===== config.mk =====
export PLATFORM = sky130hd
export DESIGN_NAME = scrambler_2
export DESIGN_NICKNAME = d
export VERILOG_FILES = /design/src/rtl/scrambler_2_pkg.sv /design/src/rtl/scrambler_2_ram.sv /design/src/rtl/scrambler_2.sv
export SDC_FILE = /design/constraint.sdc
export NUM_CORES = 1
export LEC_CHECK = 0
export ABC_AREA = 1
export BUFFER_PORTS_ARGS = -buffer_cell sky130_fd_sc_hd__buf_2
export CAP_MARGIN = 30
export CORE_ASPECT_RATIO = 2
export CORE_MARGIN = 2
export CORE_UTILIZATION = 40
export CTS_CLUSTER_DIAMETER = 40
export DETAILED_ROUTE_END_ITERATION = 8
export GPL_ROUTABILITY_DRIVEN = 0
export PLACE_DENSITY_LB_ADDON = 0.3
export REMOVE_ABC_BUFFERS = 1
export SLEW_MARGIN = 20
export SYNTH_ARGS = -nofsm -noshare
export SYNTH_HDL_FRONTEND = slang
export SYNTH_SLANG_ARGS = --single-unit

===== constraint.sdc =====
create_clock -name clk -period 6.9 [get_ports clk]
set_input_delay 1.035 -clock clk [delete_from_list [all_inputs] [get_ports clk]]
set_output_delay 1.035 -clock clk [all_outputs]
set_load 0.03 [all_outputs]

===== src/rtl/scrambler_2_pkg.sv =====
// scrambler_2 shared definitions: FSM state encoding, LFSR step
// function and the default address/size/seed constants.
package scrambler_2_pkg;

    localparam logic [15:0] BASE_ADDR = 16'hF050;
    localparam int          DEPTH     = 32;
    localparam logic [7:0]  SEED      = 8'hFF;

    typedef enum logic [1:0] {
        IDLE = 2'd0,
        RD   = 2'd1,
        WR   = 2'd2
    } state_t;

    // 8-bit Fibonacci LFSR, taps 7,5,4,3, shifting toward the MSB
    function automatic logic [7:0] lfsr_next(input logic [7:0] s);
        return {s[6:0], s[7] ^ s[5] ^ s[4] ^ s[3]};
    endfunction

endpackage


===== src/rtl/scrambler_2_ram.sv =====
// scrambler_2 32x8 byte buffer.
// Ports: clk, rst_n; one write port (we/waddr/wdata); a registered
// user read port (r_ok/r_addr -> dout, 00 when r_ok is low); a
// registered FSM read port (f_rd/f_addr -> f_q).
module scrambler_2_ram
    import scrambler_2_pkg::*;
(
    input  logic       clk,
    input  logic       rst_n,
    input  logic       we,
    input  logic [4:0] waddr,
    input  logic [7:0] wdata,
    input  logic       r_ok,
    input  logic [4:0] r_addr,
    output logic [7:0] dout,
    input  logic       f_rd,
    input  logic [4:0] f_addr,
    output logic [7:0] f_q
);

    logic [7:0] mem [DEPTH];

    // Contents are deliberately not reset
    always_ff @(posedge clk) begin
        if (we)
            mem[waddr] <= wdata;
        if (f_rd)
            f_q <= mem[f_addr];
    end

    // Nonblocking read of mem gives read-before-write on a same-cycle hit
    always_ff @(posedge clk or negedge rst_n) begin
        if (!rst_n)
            dout <= 8'h00;
        else
            dout <= r_ok ? mem[r_addr] : 8'h00;
    end

endmodule


===== src/rtl/scrambler_2.sv =====
// scrambler_2 top: in-place LFSR XOR scrambler over a 32-byte buffer.
// Ports: clk, rst_n, start, len_1 (bytes-1), usr_r_addr, usr_w_addr,
// usr_din, usr_wr_en; outputs busy and registered read data dout.
module scrambler_2
    import scrambler_2_pkg::*;
(
    input  logic        clk,
    input  logic        rst_n,
    input  logic        start,
    input  logic [4:0]  len_1,
    input  logic [15:0] usr_r_addr,
    input  logic [15:0] usr_w_addr,
    input  logic [7:0]  usr_din,
    input  logic        usr_wr_en,
    output logic        busy,
    output logic [7:0]  dout
);

    state_t      state, state_nx;
    logic [4:0]  idx;
    logic [4:0]  len_q;
    logic [7:0]  lfsr;
    logic [15:0] r_off, w_off;
    logic        r_ok, w_ok;
    logic        last;
    logic        f_rd, f_wr;
    logic        we;
    logic [4:0]  waddr;
    logic [7:0]  wdata;
    logic [7:0]  f_q;

    // Below-base addresses wrap to large offsets and fail the check
    assign r_off = usr_r_addr - BASE_ADDR;
    assign w_off = usr_w_addr - BASE_ADDR;
    assign r_ok  = (r_off[15:5] == 11'd0);
    assign w_ok  = (w_off[15:5] == 11'd0);
    assign last  = (idx == len_q);

    // State register
    always_ff @(posedge clk or negedge rst_n) begin
        if (!rst_n)
            state <= IDLE;
        else
            state <= state_nx;
    end

    // Next-state logic
    always_comb begin
        state_nx = state;
        unique case (state)
            IDLE: if (start) state_nx = RD;
            RD:   state_nx = WR;
            WR:   state_nx = last ? IDLE : RD;
            default: state_nx = IDLE;
        endcase
    end

    // Output logic
    always_comb begin
        busy = 1'b0;
        f_rd = 1'b0;
        f_wr = 1'b0;
        unique case (state)
            IDLE: ;
            RD: begin
                busy = 1'b1;
                f_rd = 1'b1;
            end
            WR: begin
                busy = 1'b1;
                f_wr = 1'b1;
            end
            default: ;
        endcase
    end

    // Index, length latch and keystream
    always_ff @(posedge clk or negedge rst_n) begin
        if (!rst_n) begin
            idx   <= 5'd0;
            len_q <= 5'd0;
            lfsr  <= SEED;
        end else if (state == IDLE) begin
            if (start) begin
                idx   <= 5'd0;
                len_q <= len_1;
                lfsr  <= SEED;
            end
        end else if (f_wr) begin
            lfsr <= lfsr_next(lfsr);
            if (!last)
                idx <= idx + 5'd1;
        end
    end

    // FSM write has priority; user writes only land while idle
    always_comb begin
        we    = 1'b0;
        waddr = w_off[4:0];
        wdata = usr_din;
        if (f_wr) begin
            we    = 1'b1;
            waddr = idx;
            wdata = f_q ^ lfsr;
        end else if (usr_wr_en && w_ok && !busy) begin
            we = 1'b1;
        end
    end

    scrambler_2_ram u_ram (
        .clk    (clk),
        .rst_n  (rst_n),
        .we     (we),
        .waddr  (waddr),
        .wdata  (wdata),
        .r_ok   (r_ok),
        .r_addr (r_off[4:0]),
        .dout   (dout),
        .f_rd   (f_rd),
        .f_addr (idx),
        .f_q    (f_q)
    );

endmodule


==> flow_summary.json <==
{
  "yosysSeqAreaShare": 0.560,
  "core_sq_mm": 0.0380,
  "hp-class": "register to register",
  "cts_buffer_depth": 3,
  "peakVddDrop_mv": 0.151,
  "switching_share": 0.401,
  "slew_headroom": 0.334,
  "n_antenna_cell": 0,
  "synth_top_family_by_area": "simple AND/OR/NAND/NOR gates",
  "synth_area_sq_mm": 0.0154,
  "rsz0062_at_grt": "no",
  "drc_errors": 0,
  "synth_compound_area_frac": 0.132,
  "track_usage": 0.276,
  "p_int_uw": 3420,
  "synth-seq-cells": 292,
  "maxCapViolCount": 0,
  "io_pins": 58,
  "nets": 1769,
  "yosys_warnings": 0,
  "portBuffers": 57,
  "grt_pass1_wl_um": 80900,
  "routed_via_density": 5.81,
  "drtIter0Drc": 1735,
  "synth_area_per_cell_sq_um": 8.99,
  "fin_setup_tns_ps": 0,
  "min_period_ps": 3750,
  "die_h_um": 282,
  "cp-end-kind": "register",
  "clockRootBuffer": "clkbuf_16",
  "antenna_found_initial": 0,
  "hold_buffers": 0,
  "routedWlPerCell_um": 24.5,
  "wirelength_um": 55200,
  "syn_inst": 1717,
  "htree_levels": 1,
  "hpwlAfterDp_um": 36700,
  "tightest_slew_ps": 995,
  "die_area_sq_mm": 0.0403,
  "finalSetupViolCount": 0,
  "max_freq_mhz": 267,
  "crit_arrival_ps": 3950,
  "areaGrowthSynthToFinish_pct": 8.93,
  "worstSetupPathType": "register to register",
  "drtPass1Iterations": 6,
  "period_share": 0.544,
  "cts_setup_buffers": 0,
  "clk_pin_slew_ps": 70,
  "multi_input_area_sq_mm": 0.00580,
  "synthMuxAreaShare": 0,
  "fill_cells": 3620,
  "power_density_mw_per_mm2": 339,
  "cts.sinks": 292,
  "power_switching_uw": 2280,
  "grt_max_degree": 85,
  "grt_pass1_vias": 12800,
  "worstPathRequired_ps": 7100,
  "grt_overflow": 0,
  "pwr-share-comb": 0.329,
  "synthSimpleGateAreaFrac": 0.223,
  "dieWidth_um": 143,
  "p_seq_frac": 0.411,
  "drive_above_1_share": 0.114,
  "holdWs_ps": 498,
  "start_kind": "register",
  "start_util": 0.406,
  "cts_buffers": 27,
  "antenna_left": 0,
  "yosysUniqueCellTypes": 37,
  "leakagePower_uw": 0.00631,
  "num_vias": 13100,
  "rows": 101,
  "final-hold-violation-count": 0,
  "synth_xor_area_frac": 0.0114,
  "path_max_fanout": 65,
  "cts_tree": "done",
  "seqCellArea_sq_mm": 0.00864,
  "cts_resized": 0,
  "clkLatencyLatePin_ps": 580,
  "p_clk_frac": 0.260,
  "drv_slew": 0,
  "run_status": "complete, no violations",
  "fin_skew_ps": 16.0,
  "synthAdderAreaFrac": 0.00649
}
==> layer usage <==
layer	vias up	wire [um]	part of all wire	global-route usage
li1	5895	-	-	-
met1	6101	17900	0.32	0.285
met2	796	27100	0.49	0.476
met3	265	3800	0.069	0.0353
met4	0	6350	0.12	0.257
met5	-	0	0	0
==> worst max-delay path: stages (launching register included) <==
cell      delay (ps)
dfrtp_4          890
clkinv_2         580
nand2_1          200
o21ai_2          120
nor2_2           690
nand2_1          110
a21oi_1          760
==> cells by family after synthesis <==
logic type               Yosys count
AND/OR/NAND/NOR                  817
AO/OA/AOI/OAI                    356
flip-flops                       292
buffers and inverters            226
XOR/XNOR                          18
adder cells (fa/ha/maj)            8
==> layout make-up <==
class,count,area share
clock buffer,29,0.0406
sequential,292,0.514
clock inverter,20,0.00945
tap,515,0.0383
inverter,112,0.0251
multi-input combinational,1199,0.345
timing repair buffer,80,0.0274
==> cell usage in the layout, fill, tap and decap left out, types with 9 or more instances in the layout <==
cell type	n
o22ai_1	10
clkinv_1	9
edfxtp_1	264
o211ai_1	46
nand3_1	225
clkbuf_16	27
buf_2	56
xnor2_1	12
o21ai_2	11
inv_1	99
o21ai_1	30
o21ai_0	141
a21oi_1	84
nand2_1	398
buf_4	24
nor2_1	167
dfrtp_1	18
inv_2	9
a21oi_2	30
==> worst paths after layout <==
kind / start / to / slack [ps] / depth (start not counted)
min: lfsr[6] / lfsr[7] / 500 / 2
max: idx[0] / u_ram.mem[23][6] / 3150 / 6
max in group asynchronous: rst_n / idx[0] / 5810 / 1
min reg2reg: lfsr[6] / lfsr[7] / 500 / 2
min in group asynchronous: rst_n / idx[1] / 530 / 1
max reg2reg: idx[0] / u_ram.mem[23][6] / 3150 / 6
==> synthesized netlist by cell type, drive strengths merged <==
| master | number | area share |
|---|---|---|
| nand2 | 400 | 0.098 |
| nand3 | 226 | 0.074 |
| o21a | 1 | 0.00049 |
| o21ai | 182 | 0.060 |
| nand4 | 5 | 0.0020 |
| nand3b | 7 | 0.0034 |
| or2 | 1 | 0.00041 |
| inv | 109 | 0.027 |
| o22ai | 10 | 0.0041 |
| xnor2 | 12 | 0.0068 |
| clkinv | 3 | 0.00073 |
| a21oi | 114 | 0.044 |
| buf | 81 | 0.031 |
| a22oi | 3 | 0.0015 |
| nor2 | 176 | 0.045 |
| o211ai | 46 | 0.022 |
| nor3 | 2 | 0.00097 |
| dfrtp | 20 | 0.032 |
| dfstp | 8 | 0.014 |
| xor2 | 6 | 0.0046 |
| ha | 8 | 0.0065 |
| clkbuf | 33 | 0.0081 |
| edfxtp | 264 | 0.51 |
==> stage by stage <==
| step | std cells | total power (uW) | cell area, sq um | util | setup slack (ps) |
|---|---|---|---|---|---|
| after floorplan | 1603 | 3340 | 14800 | - | 2020 |
| after global placement | 2198 | 4160 | 16000 | 0.420 | 3230 |
| after detailed placement | 2198 | 4180 | 16000 | 0.420 | 3190 |
| after CTS | 2247 | 5640 | 16800 | 0.442 | 3220 |
| after global routing | 2247 | 5890 | 16800 | 0.442 | 3010 |
| final | 2247 | 5700 | 16800 | 0.442 | 3150 |
==> sequential cells by signal, indices dropped and copies added (netlist names) <==
signal and cells:
u_ram.mem 256, lfsr 8, u_ram.dout 8, u_ram.f_q 8, idx 5, len_q 5, state 2
==> power groups by stage <==
stage	clock network, uW	registers [uW]	logic, uW
after global routing	1550	2360	1980
after CTS	1500	2340	1800
after global placement	0	2380	1790
after detailed placement	0	2380	1800
after floorplan	0	2400	942
final	1480	2340	1880
(Power assumes the default switching activity.)
